$ cat config.mk
export PLATFORM = sky130hd
export DESIGN_NAME = fetch_unit
export DESIGN_NICKNAME = d
export VERILOG_FILES = /design/src/rtl/fetch_unit_pkg.sv /design/src/rtl/fetch_unit_npc.sv /design/src/rtl/fetch_unit.sv
export SDC_FILE = /design/constraint.sdc
export NUM_CORES = 1
export LEC_CHECK = 0
export CAP_MARGIN = 10
export CORE_MARGIN = 1.5
export CORE_UTILIZATION = 45
export CTS_CLUSTER_DIAMETER = 100
export CTS_CLUSTER_SIZE = 16
export DETAILED_ROUTE_END_ITERATION = 8
export GPL_TIMING_DRIVEN = 0
export PLACE_DENSITY = 0.82
export RECOVER_POWER = 100
export SKIP_LAST_GASP = 1
export SYNTH_ARGS = -nofsm -noshare
export SYNTH_HDL_FRONTEND = slang
export SYNTH_SLANG_ARGS = --single-unit
$ cat constraint.sdc
create_clock -name clk -period 11.28 [get_ports clk]
set_input_delay 2.256 -clock clk [delete_from_list [all_inputs] [get_ports clk]]
set_output_delay 2.256 -clock clk [all_outputs]
set_load 0.02 [all_outputs]
$ cat src/rtl/fetch_unit_pkg.sv
// Shared fetch/decode definitions: reset vector, nop encoding and next-PC select.
package fetch_unit_pkg;

  localparam logic [31:0] RESET_PC  = 32'h0000_3000;
  localparam logic [31:0] NOP_INSTR = 32'h0000_0000;

  typedef enum logic [1:0] {
    SEQ    = 2'd0,
    BRANCH = 2'd1,
    JAL    = 2'd2,
    JR     = 2'd3
  } npc_sel_t;

  // Sequential successor; wraps modulo 2^32.
  function automatic logic [31:0] pc_plus4(input logic [31:0] pc);
    return pc + 32'd4;
  endfunction

endpackage

$ cat src/rtl/fetch_unit_npc.sv
// npc: combinational redirect decision and target for the instruction in D.
module npc
  import fetch_unit_pkg::*;
(
  input  logic [31:0] d_pc,
  input  logic [31:0] d_instr,
  input  logic [31:0] rs_data,
  input  logic [31:0] rt_data,
  input  logic        is_branch,
  input  logic        is_jal,
  input  logic        is_jr,
  output logic        redir,
  output logic [31:0] target
);

  logic [31:0] pc4;
  logic [31:0] branch_off;
  logic [31:0] branch_target;
  logic [31:0] jal_target;
  logic        beq_taken;
  npc_sel_t    sel;

  assign pc4 = pc_plus4(d_pc);

  // Word offset: imm16 shifted left by two and sign-extended from bit 15.
  genvar gi;
  generate
    for (gi = 0; gi < 32; gi++) begin : g_off
      if (gi < 2) begin : g_zero
        assign branch_off[gi] = 1'b0;
      end else if (gi < 18) begin : g_imm
        assign branch_off[gi] = d_instr[gi-2];
      end else begin : g_sign
        assign branch_off[gi] = d_instr[15];
      end
    end
  endgenerate

  assign branch_target = pc4 + branch_off;
  assign jal_target    = {pc4[31:28], d_instr[25:0], 2'b00};
  assign beq_taken     = is_branch && (rs_data == rt_data);

  always_comb begin
    sel = SEQ;
    if (is_jr)          sel = JR;
    else if (is_jal)    sel = JAL;
    else if (beq_taken) sel = BRANCH;
  end

  always_comb begin
    redir  = 1'b1;
    target = pc4;
    unique case (sel)
      JR:      target = rs_data;
      JAL:     target = jal_target;
      BRANCH:  target = branch_target;
      default: redir  = 1'b0;
    endcase
  end

  logic unused_instr_bits;
  assign unused_instr_bits = &{1'b0, d_instr[31:26]};

endmodule

$ cat src/rtl/fetch_unit.sv
// Fetch stage: PC register, F/D pipeline register and stall/redirect sequencing.
// Define FETCH_DELAY_SLOT_EN to keep the delay-slot instruction instead of squashing it.
module fetch_unit
  import fetch_unit_pkg::*;
(
  input  logic        clk,
  input  logic        reset_n,
  input  logic        stall,
  input  logic        is_branch,
  input  logic        is_jal,
  input  logic        is_jr,
  input  logic [31:0] d_instr,
  input  logic [31:0] d_pc,
  input  logic [31:0] rs_data,
  input  logic [31:0] rt_data,
  output logic [31:0] imem_addr,
  input  logic [31:0] imem_rdata,
  output logic [31:0] f_pc,
  output logic [31:0] fd_instr,
  output logic [31:0] fd_pc,
  output logic        fd_valid
);

  logic [31:0] f_pc_reg,     f_pc_next;
  logic [31:0] fd_instr_reg, fd_instr_next;
  logic [31:0] fd_pc_reg,    fd_pc_next;
  logic        fd_valid_reg, fd_valid_next;

  logic        redir;
  logic [31:0] target;

  npc u_npc (
    .d_pc      (d_pc),
    .d_instr   (d_instr),
    .rs_data   (rs_data),
    .rt_data   (rt_data),
    .is_branch (is_branch),
    .is_jal    (is_jal),
    .is_jr     (is_jr),
    .redir     (redir),
    .target    (target)
  );

  // Stall wins over redirect: the held D instruction re-presents it later.
  always_comb begin
    f_pc_next     = f_pc_reg;
    fd_instr_next = fd_instr_reg;
    fd_pc_next    = fd_pc_reg;
    fd_valid_next = fd_valid_reg;
    if (!stall) begin
      f_pc_next     = redir ? target : pc_plus4(f_pc_reg);
      fd_instr_next = imem_rdata;
      fd_pc_next    = f_pc_reg;
      fd_valid_next = 1'b1;
`ifdef FETCH_DELAY_SLOT_EN
`else
      if (redir) begin
        fd_instr_next = NOP_INSTR;
        fd_pc_next    = 32'h0;
        fd_valid_next = 1'b0;
      end
`endif
    end
  end

  always_ff @(posedge clk) begin
    if (!reset_n) begin
      f_pc_reg     <= RESET_PC;
      fd_instr_reg <= NOP_INSTR;
      fd_pc_reg    <= 32'h0;
      fd_valid_reg <= 1'b0;
    end else begin
      f_pc_reg     <= f_pc_next;
      fd_instr_reg <= fd_instr_next;
      fd_pc_reg    <= fd_pc_next;
      fd_valid_reg <= fd_valid_next;
    end
  end

  assign f_pc      = f_pc_reg;
  assign imem_addr = f_pc_reg;
  assign fd_instr  = fd_instr_reg;
  assign fd_pc     = fd_pc_reg;
  assign fd_valid  = fd_valid_reg;

endmodule
Yosys cells after proc, flatten, opt, wreduce, memory -nomap -nowiden. Index checks and enable logic that the tools add are counted. W data, S select, Z words.

Output and inout port bits: 129. Input bits: 166. Memory bits (writable): 0. Register bits: 97. Memories kept: 0. Latch bits: 0. ROM bits: 0. Word-level logic and storage cells: 22.

Mux-type cells: 9. $mul: 0. $add $sub $neg: 3. Reduce and logical (&&, ||, !) cells: 2. Divide/modulo/power cells: 0. Magnitude comparators: 0. Bitwise gates (word level): 0. Eq/ne operators: 4. Shifts and indexed selects: 0.

Operator list (count): $mux W32 (3); $pmux W32 S3 (1); $add A32 B3 Y32 const B (2); $add A32 B32 Y32 (1); $eq A32 B32 Y1 (1); $eq A2 B2 Y1 const B (2); $mux W2 (2); $mux W1 (3); $reduce_or A3 Y1 (1); $eq A2 B1 Y1 const B (1); $logic_and A1 B1 Y1 (1).

Logic depth before layout (Yosys ltp). Gate-level depths: netlist of run 1.

Depth in word-level cells: 9. Depth in mapped cells: 16.

Modules after synthesis. From an unflattened synthesis of run 1, not the netlist that was laid out.

Cell total of the unflattened synthesis: 1061. Area total of the unflattened synthesis: 8221.6 um^2.

Modules (own cells, without submodules): fetch_unit (cells each 577, times used 1, area an instance 4889.7 um^2); npc (cells each 484, times used 1, area an instance 3331.9 um^2).

Worst setup path after synthesis of run 1. Ideal clock, no wire load.

Kind: input port to flip-flop. Start: input port d_pc[9]. End: register f_pc_reg[25], in the netlist f_pc[25]. Stages on the path: 13. Setup slack: 6049 ps. Data required time: 11165 ps. Buffers on the path: 1. Data arrival time: 5115 ps. Setup time: 115 ps. Cell sequence: and4_1 nand3_1 or3_1 nor2_1 xor2_1 ha_1 clkbuf_1 and4_1 a32o_1 a211o_1 a311o_1 xnor2_1 o21ba_2.

Word-level cells in the longest chain between the ends: 4.

RTL lines: start: declaration (line fetch_unit.sv:13) `input logic [31:0] d_pc,`; $add A32 B3 Y32 (*) (line fetch_unit_pkg.sv:16) `return pc + 32'd4;`; $add A32 B32 Y32 (line fetch_unit_npc.sv:39) `assign branch_target = pc4 + branch_off;`; $pmux W32 S3 (*) (line fetch_unit_npc.sv:53) `unique case (sel)`; $mux W32 (*) (line fetch_unit.sv:51) `f_pc_next = redir ? target : pc_plus4(f_pc_reg);`; end signal: assignment (line fetch_unit.sv:73) `f_pc_reg <= f_pc_next;`; end: declaration (line fetch_unit.sv:24) `logic [31:0] f_pc_reg, f_pc_next;`.

Mark *: on every way between the ends. The rest lies on a longest branch, timed or not. A chain may end at the register's enable or synchronous reset.

Worst setup path after layout of run 1.
Start: input port d_pc[5]. End: register f_pc_reg[31], in the netlist f_pc[31].

The elaborated chain is that of the path after synthesis.

==> metrics, run 1 <==
run status complete, no violations; global-route wire length before repair ~46 mm; Sum Neg Setup Slack 0 ns; fmax approximately 160 MHz; WP depth 16; clock sink total between 90 and 100; # hold bufs at CTS 0; Sequential Power Share 0.367; Leak between 4 and 5 nW; Via Count slightly above 9000; Synth async-reset ratio 0; unrepaired setup endpoints after global routing no; Post-route DRC 0; die span in y 133 µm; Final Max Slew Viols 0; Slew headroom 0.339; placed inst area between 0.01 and 0.015 mm²; Clock Latency Late Sink 0.35 ns; Buf+Inv Stages, Crit Path 3; Fill cells 1512; First DRT Iteration DRCs approximately 1100; nets@finish 1537; CP max FO 9; Starting Density 0.460; initial antenna violation count 0; final core occ 0.664; r2r startpoint f_pc[2]; Unique masters post-synth between 60 and 70; largest area contributor in the netlist dfxtp_1; GRT overflow 0; Die ar. approximately 0.018 mm²; vias in the first global route between 8000 and 9000; slowest stage delay, CP roughly 0.61 ns; root buf cell clkbuf_16; worst reg2reg endpoint f_pc[28]; largest net degree at the start of global routing 19; Cell Pwr Density about 93 mW/mm²; clock skew slightly above 0.007 ns; final instance area about 0.011 mm²; maximum vdd drop about 0.000075 V; post-route ant nets 0; H-Tree Depth 3; TritonCTS Buffers 9; Avg WL per Cell just under 20 µm; worst slew pin tran approximately 1 ns; via/cell ratio about 5.9; row count 47; sequential fraction of the synthesis area 0.254; reg2reg path depth 11; CP Launch Type primary input; Layout Cells excl Fill 1559; Setup-failing EPs final 0; R2R Setup Slk 8.64 ns; worst path arrival time 6.46 ns; cts repair resizes 0; Switch Pwr about 0.36 mW; number of flops mapped to enable cells by yosys 0; CP max stage cell dlygate4sd3_1; Final min period ~6.2 ns; M1 GR Usage 0.414; Clk network pwr share 0.295; critical-path cell list dlygate4sd3_1, and4_1, clkbuf_1, nand2_1, nor3_1, nand2_1, xnor2_1, ha_1, clkbuf_1, nand2_1, nor2_1, and3_1, nand3_1, o311a_1, o41a_1, a21oi_1; gpl congestion between 0.9 and 1; Net Sw Frac 0.348; crit path capture f_pc[31]; critical path type primary input to register; met2 Resource Use GR 0.580; CP dominant cell by count nand2_1; DRT Pass-1 Iters 6; I/O pin total ~300; Total Power between 1 and 1.5 mW; Yosys reg bits slightly below 100; Final Cycle Share 0.547; DRT Wirelength between 30 and 40 mm; Mapped Cells between 1000 and 1500; Hold Fails Final Rpt 0; gr busiest metal met2; top cells by area, synth dfxtp_1 (25%), a21oi_1 (7.7%), ha_1 (5.9%); CTS clk-pin slew, worst paths around 0.070 ns; Logic pwr share 0.338; Synth top area share 0.254; DP Cell Count 1543; Crit. Startpoint d_pc[5]; Placeable Area roughly 0.017 mm²; DIE WIDTH 133 µm; Port Buf Inserts roughly 290; HPWL Detailed 24.9 mm; Antenna Cells 0; Synth Cell Area between 0.007 and 0.008 mm²; Syn Area/Cell around 7.4 µm²; maxcap violations 0; Reg area just under 0.002 mm²; setup bufs post-CTS 0; share of cells above drive strength 1 0.0433; Net Count, Synth about 1200; Hold Path Class register to register; Top Family by Delay on Critical Path simple AND/OR/NAND/NOR gates; multi-input logic area roughly 0.0051 mm²; Main synth FF type dfxtp_1; met3 usage 0.0628; Longest Clk Path Bufs 2; Yosys warnings 0; CTS tree done; internal cell power 0.667 mW; Worst setup EP type register; area delta synth->final 44.2%; WP data required ~12 ns; GRT Overall Usage 0.334
## power groups by stage
stage               sequential, mW  combinational [mW]  clock, mW
floorplan                    0.392               0.172          0
global placement             0.383               0.346          0
detailed placement           0.384               0.348          0
CTS                          0.376               0.350      0.300
global route                 0.378               0.369      0.317
finish                       0.376               0.346      0.302
## per-stage QoR
stage               worst slack [ns]  hold slack [ns]
floorplan                       6.05            0.530
global placement                5.00            0.446
detailed placement              4.98            0.457
CTS                             5.32            0.464
global route                    4.74            0.480
finish                          5.11            0.460
## metal layers
layer,wire length [µm],vias to the layer above
li1,-,4347
met1,11900,4251
met2,14500,590
met3,3200,64
met4,1020,0
met5,0,-
## synthesized netlist by cell type (8+ instances only)
library cell / number
a21oi_1: 117
and3_1: 56
nand3_1: 67
o211ai_1: 10
dfxtp_1: 97
nand4_1: 18
xnor2_1: 34
nor3_1: 20
a31oi_1: 14
o21ai_0: 54
a221oi_1: 10
buf_4: 32
a21o_1: 13
xor2_1: 49
inv_1: 20
nand2_1: 84
nor2_1: 100
ha_1: 36
o21a_1: 8
clkbuf_1: 55
nor4_1: 11
## final cells by class
type                    instances  area share
flip-flops and latches         97       0.176
multi-input cells             822       0.461
clock inverters                 7     0.00569
clock buffers                   9      0.0205
repair buffers                285       0.259
plain buffers                  98      0.0446
inverters                      21     0.00716
well taps                     220      0.0250
## kinds of logic (layout without fill, tap and decap cells)
family / after synthesis / in the layout / synth area share
compound gates: 295 / 295 / 0.241
xor+xnor: 83 / 83 / 0.0952
fa+ha+maj: 37 / 37 / 0.0616
buf+inv: 119 / 420 / 0.0793
flops: 97 / 97 / 0.254
mux: 8 / 8 / 0.0107
simple gates: 399 / 399 / 0.258
## worst register-to-register path: stages (launching register included)
cell	delay, ns
dfxtp_1	0.45
ha_1	0.24
and3_1	0.17
clkbuf_1	0.25
and3_1	0.27
and2_1	0.16
clkbuf_1	0.31
nand3_1	0.15
xor2_1	0.16
o21ai_0	0.21
a21oi_1	0.06
o21ai_0	0.15
## layout by cell type (no fill, tap or decap), types with 6 or more instances in the layout
cell,Yosys,routed
clkdlybuf4s50_1,0,153
dlygate4sd3_1,0,132
a21oi_1,117,117
nor2_1,100,100
dfxtp_1,97,97
nand2_1,84,84
nand3_1,67,67
clkbuf_1,55,64
and3_1,56,56
o21ai_0,54,55
xor2_1,49,49
ha_1,36,36
xnor2_1,34,34
buf_4,32,32
inv_1,20,20
nor3_1,20,20
nand4_1,18,18
a31oi_1,14,14
a21o_1,13,13
nor4_1,11,11
a221oi_1,10,10
o211ai_1,10,10
clkbuf_16,0,9
o21a_1,8,8
and4_1,7,7
or3_1,7,7
nand2b_1,7,7
a211oi_1,7,7
mux2i_1,7,7
o31ai_1,6,6
o22ai_1,6,6
## worst min path at each step
stage          startpoint   endpoint  slack (ns)  depth (start not counted)
3_5_place_dp    fd_pc[18]  fd_pc[18]        0.46                          2
4_1_cts         fd_pc[10]  fd_pc[10]        0.46                          2
5_1_grt         fd_pc[10]  fd_pc[10]        0.48                          2
3_3_place_gp    fd_pc[26]  fd_pc[26]        0.45                          2
2_1_floorplan   fd_pc[26]  fd_pc[26]        0.53                          2
6_report        fd_pc[10]  fd_pc[10]        0.46                          2
Note: power is estimated with default switching activity, not from simulation.
==> run 2, diff against run 1 <==
Clock period 11.28 ns to 6 ns, I/O delays scaled along.
==> results of run 2 <==
Same layout as run 1 (identical final DEF). Status: complete, no violations.
Main changes from that run: setup slack after placement 4.98 ns -> 0.758 ns; setup slack after layout 5.11 ns -> 0.881 ns; register-to-register setup slack 8.64 ns -> 3.36 ns; total power 1.02 mW -> 1.92 mW; worst IR drop on VDD 0.0000747 V -> 0.000140 V
==> run 3, diff against run 2 <==
Settings changed: ABC_AREA from default to 1, PLACE_DENSITY 0.82 to 0.79.
==> metrics, run 3 <==
clock skew about 0.013 ns; r2r startpoint f_pc[3]; Unique masters post-synth 43; CTS clk-pin slew, worst paths roughly 0.070 ns; TritonCTS Buffers 9; global-route wire length before repair between 50 and 60 mm; # hold bufs at CTS 0; Leak roughly 5.8 nW; Setup-failing EPs final 0; Layout Cells excl Fill 2109; Clock Latency Late Sink 0.35 ns; CP max stage cell dlygate4sd3_1; Yosys warnings 0; Synth Cell Area between 0.008 and 0.009 mm²; Placeable Area a little under 0.02 mm²; DP Cell Count between 2000 and 2500; Die ar. just over 0.02 mm²; Worst setup EP type register; internal cell power between 1 and 1.5 mW; Switch Pwr 0.716 mW; M1 WL between 10 and 15 mm; Avg WL per Cell between 15 and 20 µm; Slew headroom 0.459; uppermost layer routed met4; via/cell ratio slightly above 5; commonest non-fill, non-tap cell in the layout nand2_1; worst slew pin tran ~0.8 ns; Port Buf Inserts between 200 and 300; Post-route DRC 0; top cells by area, synth nand2_1 (24%), dfxtp_1 (22%), inv_1 (7.6%); Yosys reg bits 97; Net Count, Synth 1746; Synth async-reset ratio 0; sequential fraction of the synthesis area 0.219; clock sink total 97; First DRT Iteration DRCs slightly below 900; Net Sw Frac 0.355; DRT Wirelength ~34 mm; critical path type primary input to register; worst path arrival time 4.78 ns; maxcap violations 0; number of flops mapped to enable cells by yosys 0; Starting Density 0.456; slowest stage delay, CP between 0.5 and 0.6 ns; unrepaired setup endpoints after global routing no; maximum vdd drop 0.000156 V; Buf+Inv Stages, Crit Path 3; most common cell in the synthesized netlist nand2_1; Hold Fails Final Rpt 0; GRT Overall Usage 0.325; post-route ant nets 0; gpl congestion between 1 and 1.5; Logic pwr share 0.355; share of cells above drive strength 1 0.0385; Crit. Startpoint d_pc[2]; root buf cell clkbuf_16; Antenna Cells 0; CP dominant cell by count nand2_1; cts repair resizes 0; Sequential Power Share 0.351; Longest Clk Path Bufs 2; CTS tree done; Final Cycle Share 0.749; Fill cells around 1900; row count 51; WP data required 6.28 ns; DIE WIDTH between 100 and 150 µm; Commonest cells post-synth nand2_1 (562), inv_1 (178), nor2_1 (161); largest net degree at the start of global routing 19; I/O pin total 295; Synth top area share 0.238; nets@finish around 2000; Mapped Cells ~1500; critical-path cell list dlygate4sd3_1, ha_1, nand2_1, nor2_1, inv_1, nor2_1, nand4_1, nor3_1, nand2_1, xor2_1, inv_1, ha_1, a21oi_1, nand2_1, nand2_1, nand3_1, nor2_1, nand2_1, nand2_1, nand3_1, nand2_1, nand2_1, nor2_1; met2 wire len between 15 and 20 mm; initial antenna violation count 0; H-Tree Depth 3; Cell Pwr Density roughly 170 mW/mm²; vias in the first global route 10000; DRT Pass-1 Iters 5; CP Launch Type primary input; Syn Area/Cell about 5.7 µm²; CP max FO 5; GRT overflow 0; Final min period ~4.5 ns; largest area contributor in the netlist nand2_1; area delta synth->final 38.2%; Hold Path Class register to register; Sum Neg Setup Slack 0 ns; Final Max Slew Viols 0; Clk network pwr share 0.294; run status complete, no violations; DR WL met3 ~2.5 mm; Top Family by Delay on Critical Path simple AND/OR/NAND/NOR gates; setup bufs post-CTS 0; commonest cells after routing, fill and taps aside nand2_1 (562), inv_1 (179), nor2_1 (162); fmax 222 MHz; worst min-delay path startpoint fd_instr[19]; Via Count roughly 11000; Main synth FF type dfxtp_1; HPWL Detailed around 29 mm; die span in y approximately 140 µm
-- run 3: cell types whose count changed in the layout (fill, tap and decap cells not counted), sizes merged, moves of 8 or more --
cell,change
nand2,+479
inv,+164
nor2,+66
and3,-53
clkbuf,-23
a31oi,-14
xnor2,-14
a21o,-13
nor3,+13
nand3,+10
nor4,-9
o211ai,-9
a221oi,-8
-- run 3: per-stage QoR --
| stage | hold WS, ns | worst slack (ns) | total power [mW] | util | instance area, µm² |
|---|---|---|---|---|---|
| after global routing | 0.476 | 1.25 | 2.12 | 0.630 | 12200 |
| after floorplan | 0.535 | 2.44 | 1.12 | - | 8850 |
| final | 0.460 | 1.51 | 2.02 | 0.630 | 12200 |
| after CTS | 0.464 | 1.65 | 2.04 | 0.636 | 12300 |
| after global placement | 0.443 | 1.34 | 1.44 | 0.620 | 12000 |
| after detailed placement | 0.454 | 1.31 | 1.45 | 0.620 | 12000 |
-- run 3: per-layer routing --
layer | global-route usage | up-vias
li1 | - | 5437
met1 | 0.388 | 4888
met2 | 0.576 | 461
met3 | 0.0416 | 74
met4 | 0.155 | 0
met5 | 0 | -
-- run 3: logic make-up (layout without fill, tap and decap cells) --
group | Yosys count | count (layout) | synth area share
buffers and inverters | 259 | 560 | 0.132
AO/OA/AOI/OAI | 205 | 205 | 0.123
flip-flops | 97 | 97 | 0.219
adder cells (fa/ha/maj) | 37 | 37 | 0.0532
AND/OR/NAND/NOR | 881 | 881 | 0.410
XOR/XNOR | 64 | 64 | 0.0634
-- run 3: path summary, 6_finish.rpt --
kind              slack [ns]      endpoint  cells past startpoint
setup / recovery        1.51      f_pc[31]                     23
hold / removal          0.46  fd_instr[19]                      2
setup reg to reg        3.67      f_pc[22]                      9
hold reg to reg         0.46  fd_instr[19]                      2
-- run 3: power by group through the flow --
stage	Combinational (mW)	Clock, mW	Sequential (mW)
2_1_floorplan	0.377	0	0.741
3_5_place_dp	0.725	0	0.724
5_1_grt	0.786	0.625	0.713
3_3_place_gp	0.720	0	0.724
4_1_cts	0.729	0.601	0.709
6_report	0.718	0.593	0.709
-- run 3: cell type report --
| type | count | area, µm² | area share |
|---|---|---|---|
| buffer | 75 | 408 | 0.0334 |
| clock buffer | 10 | 229 | 0.0187 |
| clock inverter | 6 | 72.6 | 0.00593 |
| inverter | 184 | 691 | 0.0565 |
| multi-input combinational | 1187 | 5700 | 0.466 |
| sequential | 97 | 1940 | 0.159 |
| tap | 265 | 332 | 0.0271 |
| timing repair buffer | 285 | 2850 | 0.233 |
-- run 3: worst reg2reg max path: cells and delay by family (launching register included) --
kind,cells,cell delay (ns)
DFF,1,0.50
xor gates and xnor gates,1,0.09
AOI/OAI and AO/OA,1,0.06
adders and majority gates,1,0.26
and+or+nand+nor,6,1.30
